### src/rtl/fetch_unit.sv
// Instruction fetch stage: keeps the PC, issues one imem request at a time and
// hands the returned word to decode through a valid/ready handshake.
module fetch_unit #(
    parameter int              XLEN     = 32,
    parameter logic [XLEN-1:0] RESET_PC = 32'h00000000
) (
    input  logic            clk,
    input  logic            rst_n,
    output logic            imem_req,
    output logic [XLEN-1:0] imem_addr,
    input  logic            imem_rvalid,
    input  logic [31:0]     imem_rdata,
    input  logic            redirect_valid,
    input  logic [XLEN-1:0] redirect_pc,
    input  logic            instr_ready,
    output logic            instr_valid,
    output logic [31:0]     instr,
    output logic [XLEN-1:0] instr_pc,
    output logic [6:0]      opcode
);

    localparam logic [31:0] NOP = 32'h00000013;

    typedef enum logic [1:0] {
        IDLE,
        WAIT,
        HOLD,
        DROP
    } state_t;

    state_t          state;
    state_t          state_nxt;
    logic [XLEN-1:0] pc;
    logic [XLEN-1:0] pc_nxt;
    logic [XLEN-1:0] addr_nxt;
    logic [XLEN-1:0] instr_pc_nxt;
    logic [31:0]     instr_nxt;
    logic            req_nxt;
    logic            valid_nxt;
    logic [XLEN-1:0] target;
    logic            unused_redirect_lsbs;

    // Fetches are word aligned, so the low redirect bits carry no information.
    assign target               = {redirect_pc[XLEN-1:2], 2'b00};
    assign unused_redirect_lsbs = ^redirect_pc[1:0];

    assign opcode = instr[6:0];

    always_ff @(posedge clk or negedge rst_n) begin
        if (!rst_n) begin
            state       <= IDLE;
            pc          <= RESET_PC;
            imem_req    <= 1'b0;
            imem_addr   <= RESET_PC;
            instr_valid <= 1'b0;
            instr       <= NOP;
            instr_pc    <= RESET_PC;
        end else begin
            state       <= state_nxt;
            pc          <= pc_nxt;
            imem_req    <= req_nxt;
            imem_addr   <= addr_nxt;
            instr_valid <= valid_nxt;
            instr       <= instr_nxt;
            instr_pc    <= instr_pc_nxt;
        end
    end

    // imem_addr only moves together with a new request, so it stays stable
    // for the whole lifetime of the outstanding fetch.
    always_comb begin
        state_nxt    = state;
        pc_nxt       = pc;
        req_nxt      = 1'b0;
        addr_nxt     = imem_addr;
        valid_nxt    = instr_valid;
        instr_nxt    = instr;
        instr_pc_nxt = instr_pc;

        case (state)
            IDLE: begin
                req_nxt   = 1'b1;
                state_nxt = WAIT;
                if (redirect_valid) begin
                    pc_nxt   = target;
                    addr_nxt = target;
                end else begin
                    addr_nxt = pc;
                end
            end

            WAIT: begin
                if (redirect_valid) begin
                    pc_nxt = target;
                    if (imem_rvalid) begin
                        req_nxt  = 1'b1;
                        addr_nxt = target;
                    end else begin
                        state_nxt = DROP;
                    end
                end else if (imem_rvalid) begin
                    instr_nxt    = imem_rdata;
                    instr_pc_nxt = imem_addr;
                    valid_nxt    = 1'b1;
                    pc_nxt       = imem_addr + XLEN'(4);
                    state_nxt    = HOLD;
                end
            end

            HOLD: begin
                if (redirect_valid) begin
                    valid_nxt = 1'b0;
                    req_nxt   = 1'b1;
                    addr_nxt  = target;
                    pc_nxt    = target;
                    state_nxt = WAIT;
                end else if (instr_valid && instr_ready) begin
                    valid_nxt = 1'b0;
                    req_nxt   = 1'b1;
                    addr_nxt  = pc;
                    state_nxt = WAIT;
                end
            end

            DROP: begin
                valid_nxt = 1'b0;
                if (redirect_valid) begin
                    pc_nxt = target;
                end
                // The stale response only frees the memory port; its data is dropped.
                if (imem_rvalid) begin
                    req_nxt   = 1'b1;
                    addr_nxt  = redirect_valid ? target : pc;
                    state_nxt = WAIT;
                end
            end

            default: begin
                state_nxt = IDLE;
            end
        endcase
    end

endmodule

### config.mk
export PLATFORM = sky130hd
export DESIGN_NAME = fetch_unit
export DESIGN_NICKNAME = d
export VERILOG_FILES = /design/src/rtl/fetch_unit.sv
export SDC_FILE = /design/constraint.sdc
export NUM_CORES = 1
export LEC_CHECK = 0
export BUFFER_PORTS_ARGS = -buffer_cell sky130_fd_sc_hd__buf_2
export CORE_MARGIN = 2
export CORE_UTILIZATION = 52
export DETAILED_ROUTE_END_ITERATION = 6
export HOLD_SLACK_MARGIN = 0.12
export PLACE_DENSITY = 0.86
export RECOVER_POWER = 100
export SLEW_MARGIN = 10
export SYNTH_ARGS = -nofsm -noshare
export SYNTH_HDL_FRONTEND = slang
export SYNTH_SLANG_ARGS = --single-unit
### constraint.sdc
create_clock -name clk -period 2.04 [get_ports clk]
set_clock_uncertainty 0.15 [all_clocks]
set_input_delay 0.102 -clock clk [delete_from_list [all_inputs] [get_ports clk]]
set_output_delay 0.102 -clock clk [all_outputs]
set_load 0.1 [all_outputs]
* Yosys cells after proc, flatten, opt, wreduce, memory -nomap -nowiden
Cells that the tools add are included.
W data, S select, Z words.
** Word-level totals
- Register bits :: 132
- Latch bits :: 0
- Memory bits (writable) :: 0
- Memory bits (read-only) :: 0
- Input bits :: 69
- Output and inout port bits :: 105
- Word-level logic and storage cells :: 54
- Memories :: 0
** Cells by class
- $add $sub $neg :: 1
- $mul :: 0
- Divide/modulo/power cells :: 0
- $lt $le $gt $ge :: 0
- Eq/ne operators :: 10
- Shifts and indexed selects :: 0
- Mux-type cells :: 27
- Bitwise logic cells :: 1
- Reduce and logical (&&, ||, !) cells :: 8
** Operator list (number)
- $mux W32 :: 8
- $pmux W32 S4 :: 1
- $pmux W32 S2 :: 1
- $add A32 B3 Y32 const B :: 1
- $mux W2 :: 6
- $reduce_and A4 Y1 :: 3
- $ne A3 B3 Y1 const B :: 3
- $mux W1 :: 8
- $ne A2 B2 Y1 const B :: 4
- $pmux W2 S4 :: 1
- $eq A2 B2 Y1 const B :: 2
- $pmux W1 S4 :: 1
- $pmux W1 S3 :: 1
- $reduce_and A3 Y1 :: 1
- $reduce_bool A3 Y1 :: 1
- $reduce_or A3 Y1 :: 1
- $eq A2 B1 Y1 const B :: 1
- $logic_not A2 Y1 :: 1
- $logic_and A1 B1 Y1 :: 1
- $not A1 Y1 :: 1

* Logic depth before layout (Yosys ltp)
Gate-level depths: netlist of run 1.
- Depth after elaboration :: 4
- Depth in mapped cells :: 7
- Gate-level depth less buffers :: 6

* Worst setup path before layout of run 1
Ideal clock, no wire load.
- Path kind :: reg-to-reg
- Start :: register imem_addr[18]
- End :: register pc[31]
- Library setup time :: 126 ps
- Data arrival time :: 2361 ps
- Data required time :: 1764 ps
- Path slack :: -597 ps
- Stages on the path, launching flop included :: 7
- Buffers on the path :: 1
- Path through :: dfrtp_1 clkbuf_8 nand3_1 nor4_1 nand4_1 xnor2_1 a221o_1
** On the way
- Longest elaborated chain between the ends :: 4
** RTL lines
- start, declared :: RTL line 10 : output logic [XLEN-1:0] imem_addr,
- start signal, assigned :: RTL line 62 : imem_addr <= addr_nxt;
- $add A32 B3 Y32 :: RTL line 105 : pc_nxt = imem_addr + XLEN'(4);
- $mux W32 :: RTL line 101 : end else if (imem_rvalid) begin
- $mux W32 :: RTL line 93 : if (redirect_valid) begin
- $pmux W32 S2 :: RTL line 80 : case (state)
- end signal, assigned :: RTL line 60 : pc <= pc_nxt;
- end, declared :: RTL line 33 : logic [XLEN-1:0] pc;
No other way between the ends. The select of a mux whose other input is x is not followed.
A chain may end at the register's enable or synchronous reset.

* Final worst setup path of run 1
- Start :: register imem_addr[5]
- End :: register pc[17]
The elaborated chain is that of the path after synthesis.

==> results of run 1 <==
[layout make-up]
type / instances / area [um^2]
Sequential cell: 132 / 3383
Multi-Input combinational cell: 494 / 2648
Timing Repair Buffer: 271 / 1864
Inverter: 5 / 18.77
Tap cell: 143 / 178.9
Fill cell: 802 / 2845
Clock buffer: 22 / 474.2
Clock inverter: 10 / 152.6
[registers in the layout, indices dropped and copies added (netlist names)]
| name | cells |
|---|---|
| imem_addr | 32 |
| imem_req | 1 |
| instr | 32 |
| instr_pc | 32 |
| instr_valid | 1 |
| pc | 32 |
| state | 2 |
[how the worst min path moves through the flow]
stage / startpoint / endpoint / slack, ns / depth (start not counted)
final: imem_rdata[22] / instr[22]$_DFFE_PN0P_ / 0.25 / 4
after global routing: imem_rdata[3] / instr[3]$_DFFE_PN0P_ / 0.28 / 4
after CTS: imem_rdata[15] / instr[15]$_DFFE_PN0P_ / 0.24 / 4
after detailed placement: rst_n / instr_pc[6]$_DFFE_PN0P_ / -0.09 / 1
after global placement: rst_n / instr_pc[6]$_DFFE_PN0P_ / -0.09 / 1
after floorplan: rst_n / imem_addr[0]$_DFFE_PN0P_ / -0.34 / 0
[cells by family (layout without fill, tap and decap cells)]
kind of cell	Yosys count	in the layout	share of synthesized area, %
adder cells (fa/ha/maj)	1	1	0.2006
AO/OA/AOI/OAI	87	87	9.290
multiplexers	33	33	5.297
flip-flops	132	132	53.03
XOR/XNOR	26	26	3.652
buffers and inverters	54	308	5.417
AND/OR/NAND/NOR	347	347	23.11
[tightest hold or removal path: stages]
cell           delay [ns]
dlygate4sd3_1        0.52
buf_2                0.09
nand2_1              0.04
nand2_1              0.04
[cell usage in the layout, fill, tap and decap left out, types with 6 or more instances in the layout]
| cell type | synthesis | routed |
|---|---|---|
| dfrtp_1 | 129 | 100 |
| mux2i_1 | 33 | 33 |
| buf_4 | 10 | 26 |
| buf_12 | 1 | 7 |
| clkbuf_16 | 0 | 17 |
| dfrtp_2 | 0 | 13 |
| xor2_1 | 20 | 20 |
| nand4_1 | 12 | 12 |
| a21oi_1 | 13 | 13 |
| nor2_1 | 23 | 21 |
| nand3_1 | 17 | 16 |
| buf_2 | 21 | 82 |
| o21ai_1 | 37 | 37 |
| o221ai_1 | 9 | 9 |
| nand2_1 | 275 | 275 |
| dfrtp_4 | 0 | 16 |
| o21ai_0 | 7 | 7 |
| xnor2_1 | 6 | 6 |
| clkbuf_2 | 0 | 88 |
| dlygate4sd3_1 | 0 | 67 |
[per-layer routing]
metal  part of all wire [%]  GRT usage, %
met1                     40         33.13
met2                     51         48.98
met3                    5.6         5.632
met4                    3.0         13.25
met5                      0             0
[Yosys cell counts, types with 9 or more instances]
library cell and n:
buf_4 10, nand4_1 12, o221ai_1 9, nand2_1 275, mux2i_1 33, xor2_1 20
nor2_1 23, clkbuf_1 10, buf_2 21, o21ai_1 37, dfrtp_1 129, a21oi_1 13
nand3_1 17
[power breakdown]
part	internal, uW	total [uW]	switching, uW	leakage, uW
Sequential	3360	3930	576	0.00161
Clock	2130	3220	1090	0.000310
Combinational	1110	6770	5660	0.00240
[metrics by stage]
step           hold WS, ns  cells  power (uW)
2_1_floorplan      -0.3436    680        9445
3_3_place_gp      -0.08832    977       10480
3_5_place_dp      -0.09092    977       10590
4_1_cts             0.2434   1076       13940
5_1_grt             0.2797   1077       14470
6_report            0.2544   1077       13920
[what timing repair did]
action                                  in CTS  in global routing
hold endpoints to repair                   231                  0
setup buffers                                0                  1
hold buffers                                67                  0
endpoints found under the setup margin       0                 15
gates resized for setup                      0                  2
==> summary.txt, run 1 <==
Logic synthesis
  – Post-synth EDFFs: 0
  – Synth async-reset ratio: 100.0%
  – Cell taking the most area after synthesis: dfrtp_1
  – Yosys cell types: 48
  – Yosys top cell area share: 51.77%
  – Top FF cell, synth: dfrtp_1
  – Avg Inst Size Synth: 9.171 um^2
  – Synth Instances: 680
  – Mapped cell area: 6236 um^2
  – Synth warnings: 0
  – Seq/Total Area, Yosys: a little over half
  – Top cells by area, synth: dfrtp_1 52%, nand2_1 17%, mux2i_1 5.3%, o21ai_1 3.0%, xor2_1 2.8%
  – Synth Net Count: 750
  – Synth Register Bits: around 130

STA
  – Worst slew margin: between 50% and 60%
  – Setup violators final: 0
  – Final worst slack: roughly 0.074 ns
  – Hold Fails Final Rpt: 0
  – Slew Limit Fails: 0
  – Sum Neg Setup Slack: 0 ns
  – Fin crit share: a little over nine tenths
  – Slew @ Worst Pin: 0.6633 ns
  – Peak Freq: 0.5086 GHz
  – Final min period: slightly below 2 ns

Finish
  – # diodes: 0
  – Nets: around 990
  – Final core occ: roughly 75%
  – Post-Layout Inst Area: ~8700 um^2
  – Syn-to-layout area delta: 39.83%
  – Layout cells sized above 1: 30.84%

Outcome
  – Outcome: finished clean

GRT
  – Tot GR Track Use: between 20 and 30%
  – Antenna violations before repair: 0
  – First-pass GRT wire length: 28500 um
  – Gr ovfl total: 0
  – Largest net degree at the start of global routing: 48
  – Vias in the first global route: 5981

Setup path
  – R2r endpoint: pc[17]$_DFFE_PN0N_
  – Most common cell on crit path: nand4_1
  – CP Capture Type: register
  – Worst path cell trace: nand4_1, nor2_4, buf_4, nand4_1, xor2_1, o221ai_1
  – Number of stages on the worst setup path: 6
  – Buf/Inv on CP: 1
  – R2R setup slack: 0.07 ns
  – Critical path fanouts, max: 8
  – Worst Reg-to-Reg Cells: 6
  – Setup CP Type: register to register
  – Worst path required time: approximately 2.2 ns
  – Crit path capture: pc[17]$_DFFE_PN0N_
  – Worst R2R Start: imem_addr[5]$_DFFE_PN0P_
  – Cell family with most CP delay: simple AND/OR/NAND/NOR gates
  – Worst setup path startpoint: imem_addr[5]$_DFFE_PN0P_
  – Setup crit start kind: register
  – CP Data Arrival Time: 2.14 ns
  – Max incr delay on CP: 0.46 ns
  – CP max stage cell: dfrtp_4

Floorplan
  – Initial core utilization: between 50% and 60%
  – Die Height: 113.5 um
  – Area of the core: roughly 12000 um^2
  – Floorplan row count: 39
  – Die area: 12880 um^2
  – I/O pins: between 150 and 200
  – Die Wd: 113.5 um

Routing
  – Avg WL per Cell: roughly 16 um
  – Via density: between 5 and 6
  – Post-Route WL: approximately 17000 um
  – Antenna-violating nets left: 0
  – Post-route DRC: 0
  – Vias post-DR: between 5000 and 6000
  – DRT iter0 DRCs: approximately 320
  – Pre-Repair DR Iteration Count: 7

Worst hold path
  – Hold/Removal Path Class: input pin to register

Clock tree
  – Clk sinks: roughly 130
  – Root buffer cell: clkbuf_16
  – CTS tree: done
  – H-tree lvl count: 4
  – Clock-pin transition on the worst setup and hold timing paths: about 0.060 ns
  – Max clock buf depth: 2
  – CTS Buf Count: 17
  – Clk_lat worst skew: around 0.42 ns

Placement
  – IO Port Bufs: 171
  – HPWL after DPL: about 11000 um
  – Dpl ws: approximately 0.039 ns
  – Post-DP Area: approximately 7400 um^2
  – Final GP Congestion: slightly above 0.8

Pwr
  – Peak VDD IR: roughly 1.1 mV
  – LEAKAGE: ~0.0043 uW
  – PwrDens: ~1600 nW/um^2

Job
  – Number of max-cap violations: 0
No activity file was read; power rests on OpenSTA's default activity.
==> run 2, diff against run 1 <==
--- a/config.mk
+++ b/config.mk
@@ -6,5 +6,5 @@
 export NUM_CORES = 1
 export LEC_CHECK = 0
-export BUFFER_PORTS_ARGS = -buffer_cell sky130_fd_sc_hd__buf_2
+export BUFFER_PORTS_ARGS = -buffer_cell sky130_fd_sc_hd__buf_4
 export CORE_MARGIN = 2
 export CORE_UTILIZATION = 52
--- a/constraint.sdc
+++ b/constraint.sdc
@@ -3,3 +3,3 @@
 set_input_delay 0.102 -clock clk [delete_from_list [all_inputs] [get_ports clk]]
 set_output_delay 0.102 -clock clk [all_outputs]
-set_load 0.1 [all_outputs]
+set_load 0.02 [all_outputs]
==> run 2 against run 1 <==
Net effect: the run now ends with setup timing left; sequential power shrank 5%; total power shrank 26%; core utilization grew 0.87 points; wire length grew 16%; worst hold slack gained 0.0068 ns; critical endpoint is now pc[31]$_DFFE_PN0N_.
==> summary.txt, run 2 (synthesis gave the netlist of run 1 again) <==
Placement
  – Post-DP Area: 7826 um^2 (+5.8%)
  – HPWL after DPL: 10900 um (+0.74%)
  – IO Port Bufs: 171 (unchanged)
  – Final GP Congestion: 0.8479 (+4.1%)

Routing
  – Antenna-violating nets left: 0 (unchanged)
  – Post-Route WL: 19890 um (+16%)
  – Vias post-DR: 6119 (+5.9%)
  – Avg WL per Cell: 18.05 um (+14%)
  – DRT iter0 DRCs: 504 (+59%)
  – Post-route DRC: 0 (unchanged)
  – Via density: 5.553 (+3.5%)
  – Pre-Repair DR Iteration Count: 5 (-2)

Setup path
  – Setup CP Type: register to register
  – Worst Reg-to-Reg Cells: 5 (-1)
  – Critical path fanouts, max: 4 (-4)
  – Worst path required time: 2.19 ns (-0.02 ns)
  – Worst path cell trace: nand3_1, nor4_2, nand4_1, xnor2_1, a221o_1
  – CP Data Arrival Time: 2.28 ns (+0.14 ns)
  – R2R setup slack: -0.09 ns (-0.16 ns)
  – CP Capture Type: register
  – R2r endpoint: pc[31]$_DFFE_PN0N_
  – Crit path capture: pc[31]$_DFFE_PN0N_
  – Setup crit start kind: register
  – CP max stage cell: nor4_2
  – Max incr delay on CP: 0.53 ns (+0.07 ns)
  – Worst R2R Start: imem_addr[23]$_DFFE_PN0P_
  – Worst setup path startpoint: imem_addr[23]$_DFFE_PN0P_

Clock tree
  – CTS tree: done
  – Clock-pin transition on the worst setup and hold timing paths: 0.06 ns (about the same)
  – Root buffer cell: clkbuf_16
  – H-tree lvl count: 4 (unchanged)
  – Clk_lat worst skew: 0.42 ns (about the same)
  – Clk sinks: 132 (unchanged)
  – CTS Buf Count: 17 (unchanged)
  – Max clock buf depth: 2 (unchanged)

Finish
  – Post-Layout Inst Area: 8820 um^2 (+1.1%)
  – Layout cells sized above 1: 18.04% (-13 points)
  – Commonest non-fill, non-tap cell in the layout: nand2_1
  – Filler instances: 855 (+6.6%)
  – Syn-to-layout area delta: 41.43%
  – Nets: 1016 (+2.5%)
  – Most frequent cells in the layout: 274 x nand2_1, 128 x dfrtp_1, 108 x buf_4, 106 x clkbuf_1, 73 x dlygate4sd3_1
  – # diodes: 0 (unchanged)

Floorplan
  – Initial core utilization: 53.92% (unchanged)
  – Die area: 12880 um^2 (unchanged)
  – I/O pins: 174 (unchanged)
  – Area of the core: 11560 um^2 (unchanged)
  – Die Height: 113.5 um (unchanged)
  – Floorplan row count: 39 (unchanged)
  – Die Wd: 113.5 um (unchanged)

GRT
  – First-pass GRT wire length: 30280 um (+6.2%)
  – Gr ovfl total: 0 (unchanged)
  – Antenna violations before repair: 0 (unchanged)
  – Largest net degree at the start of global routing: 81 (+69%)
  – Vias in the first global route: 6092 (+1.9%)
  – Met3 GRT Util: 7.173% (+1.5 points)
  – GR Util met1: 36.08% (+2.9 points)
  – Top Usage Layer GRT: met2
  – Tot GR Track Use: 30.04% (+2.1 points)
  – GR Util met2: 52.22% (+3.2 points)

Outcome
  – Outcome: complete, but fails checks
  – Failing checks: setup timing

STA
  – Slew Limit Fails: 0 (unchanged)
  – Worst slew margin: 58.90% (+3.1 points)
  – Hold Fails Final Rpt: 0 (unchanged)
  – Slew @ Worst Pin: 0.6165 ns (-0.04672 ns)
  – Final worst slack: -0.08920 ns (-0.1630 ns)
  – Final min period: 2.129 ns (+0.1630 ns)
  – Peak Freq: 0.4697 GHz (-7.7%)
  – Fin crit share: 104.4% (+8.0 points)
  – Setup violators final: 1 (+1)

Job
  – Number of max-cap violations: 0 (unchanged)

Pwr
  – PwrDens: 1170 nW/um^2 (-27%)
  – Peak VDD IR: 1.031 mV (-7.8%)
  – Power after layout: 10320 uW (-26%)
  – LEAKAGE: 0.004170 uW (-3.4%)

Worst hold path
  – Hold/Removal Path Class: input pin to register
[run 2: cell types whose count changed in the layout (fill, tap and decap cells not counted), sizes merged]
cell         before  now
clkinvlp          1    2
buf             115  113
clkinv            5    3
clkbuf          111  132
dlygate4sd3      67   73
nand2           276  277
[run 2: repair_timing]
action,in CTS,in global routing
setup endpoints to repair,0,51
buffers inserted,0,2
endpoints found under the hold margin,228,0
hold buffers,74,0
gates resized for setup,0,9
[run 2: how the worst min path moves through the flow]
stage / from / slack, ns / cells past startpoint / end
5_1_grt: imem_rdata[22] / 0.27 / 4 / instr[22]$_DFFE_PN0P_
3_3_place_gp: rst_n / -0.12 / 1 / instr[30]$_DFFE_PN0P_
6_report: imem_rdata[22] / 0.26 / 4 / instr[22]$_DFFE_PN0P_
2_1_floorplan: rst_n / -0.34 / 0 / imem_addr[0]$_DFFE_PN0P_
4_1_cts: imem_rdata[24] / 0.25 / 4 / instr[24]$_DFFE_PN0P_
3_5_place_dp: rst_n / -0.12 / 1 / instr_pc[1]$_DFFE_PN0P_
[run 2: final cells by class]
| class | count | area (um^2) | share of cell area, % |
|---|---|---|---|
| flip-flops and latches | 132 | 3308 | 37.51 |
| multi-input cells | 495 | 2631 | 29.83 |
| repair buffers | 295 | 2054 | 23.29 |
| clock buffers | 23 | 478.0 | 5.419 |
| well taps | 143 | 178.9 | 2.029 |
| clock inverters | 9 | 150.1 | 1.702 |
| inverters | 5 | 18.77 | 0.2128 |
[run 2: power by group]
group / switching, uW / internal, uW / leakage (uW) / total (uW)
Clock: 1130 / 2140 / 0.000303 / 3270
Sequential: 451 / 3280 / 0.00164 / 3740
Combinational: 2190 / 1130 / 0.00223 / 3320
[run 2: metrics by stage]
stage / TNS, ns / std cells / setup WS [ns] / util (%) / hold slack [ns]
after global placement: 0 / 993 / 0.07435 / 67.67 / -0.1184
after CTS: 0 / 1099 / 0.02581 / 79.60 / 0.2521
after detailed placement: 0 / 993 / 0.05753 / 67.67 / -0.1206
after global routing: -0.1566 / 1102 / -0.1179 / 76.26 / 0.2739
final: -0.08920 / 1102 / -0.08920 / 76.26 / 0.2612
after floorplan: 0 / 680 / 0.09758 / - / -0.3436
[run 2: routing by layer]
metal	part of all wire, %	vias up
met1	38	2985
met3	7.7	60
met2	51	296
li1	-	2778
met5	0	-
met4	3.3	0
[run 2: worst max-delay path, delay by kind of cell (launching register included)]
family	cells	cell delay (ns)
AND/OR/NAND/NOR	3	0.98
XOR/XNOR	1	0.17
flip-flops	1	0.38
AO/OA/AOI/OAI	1	0.32
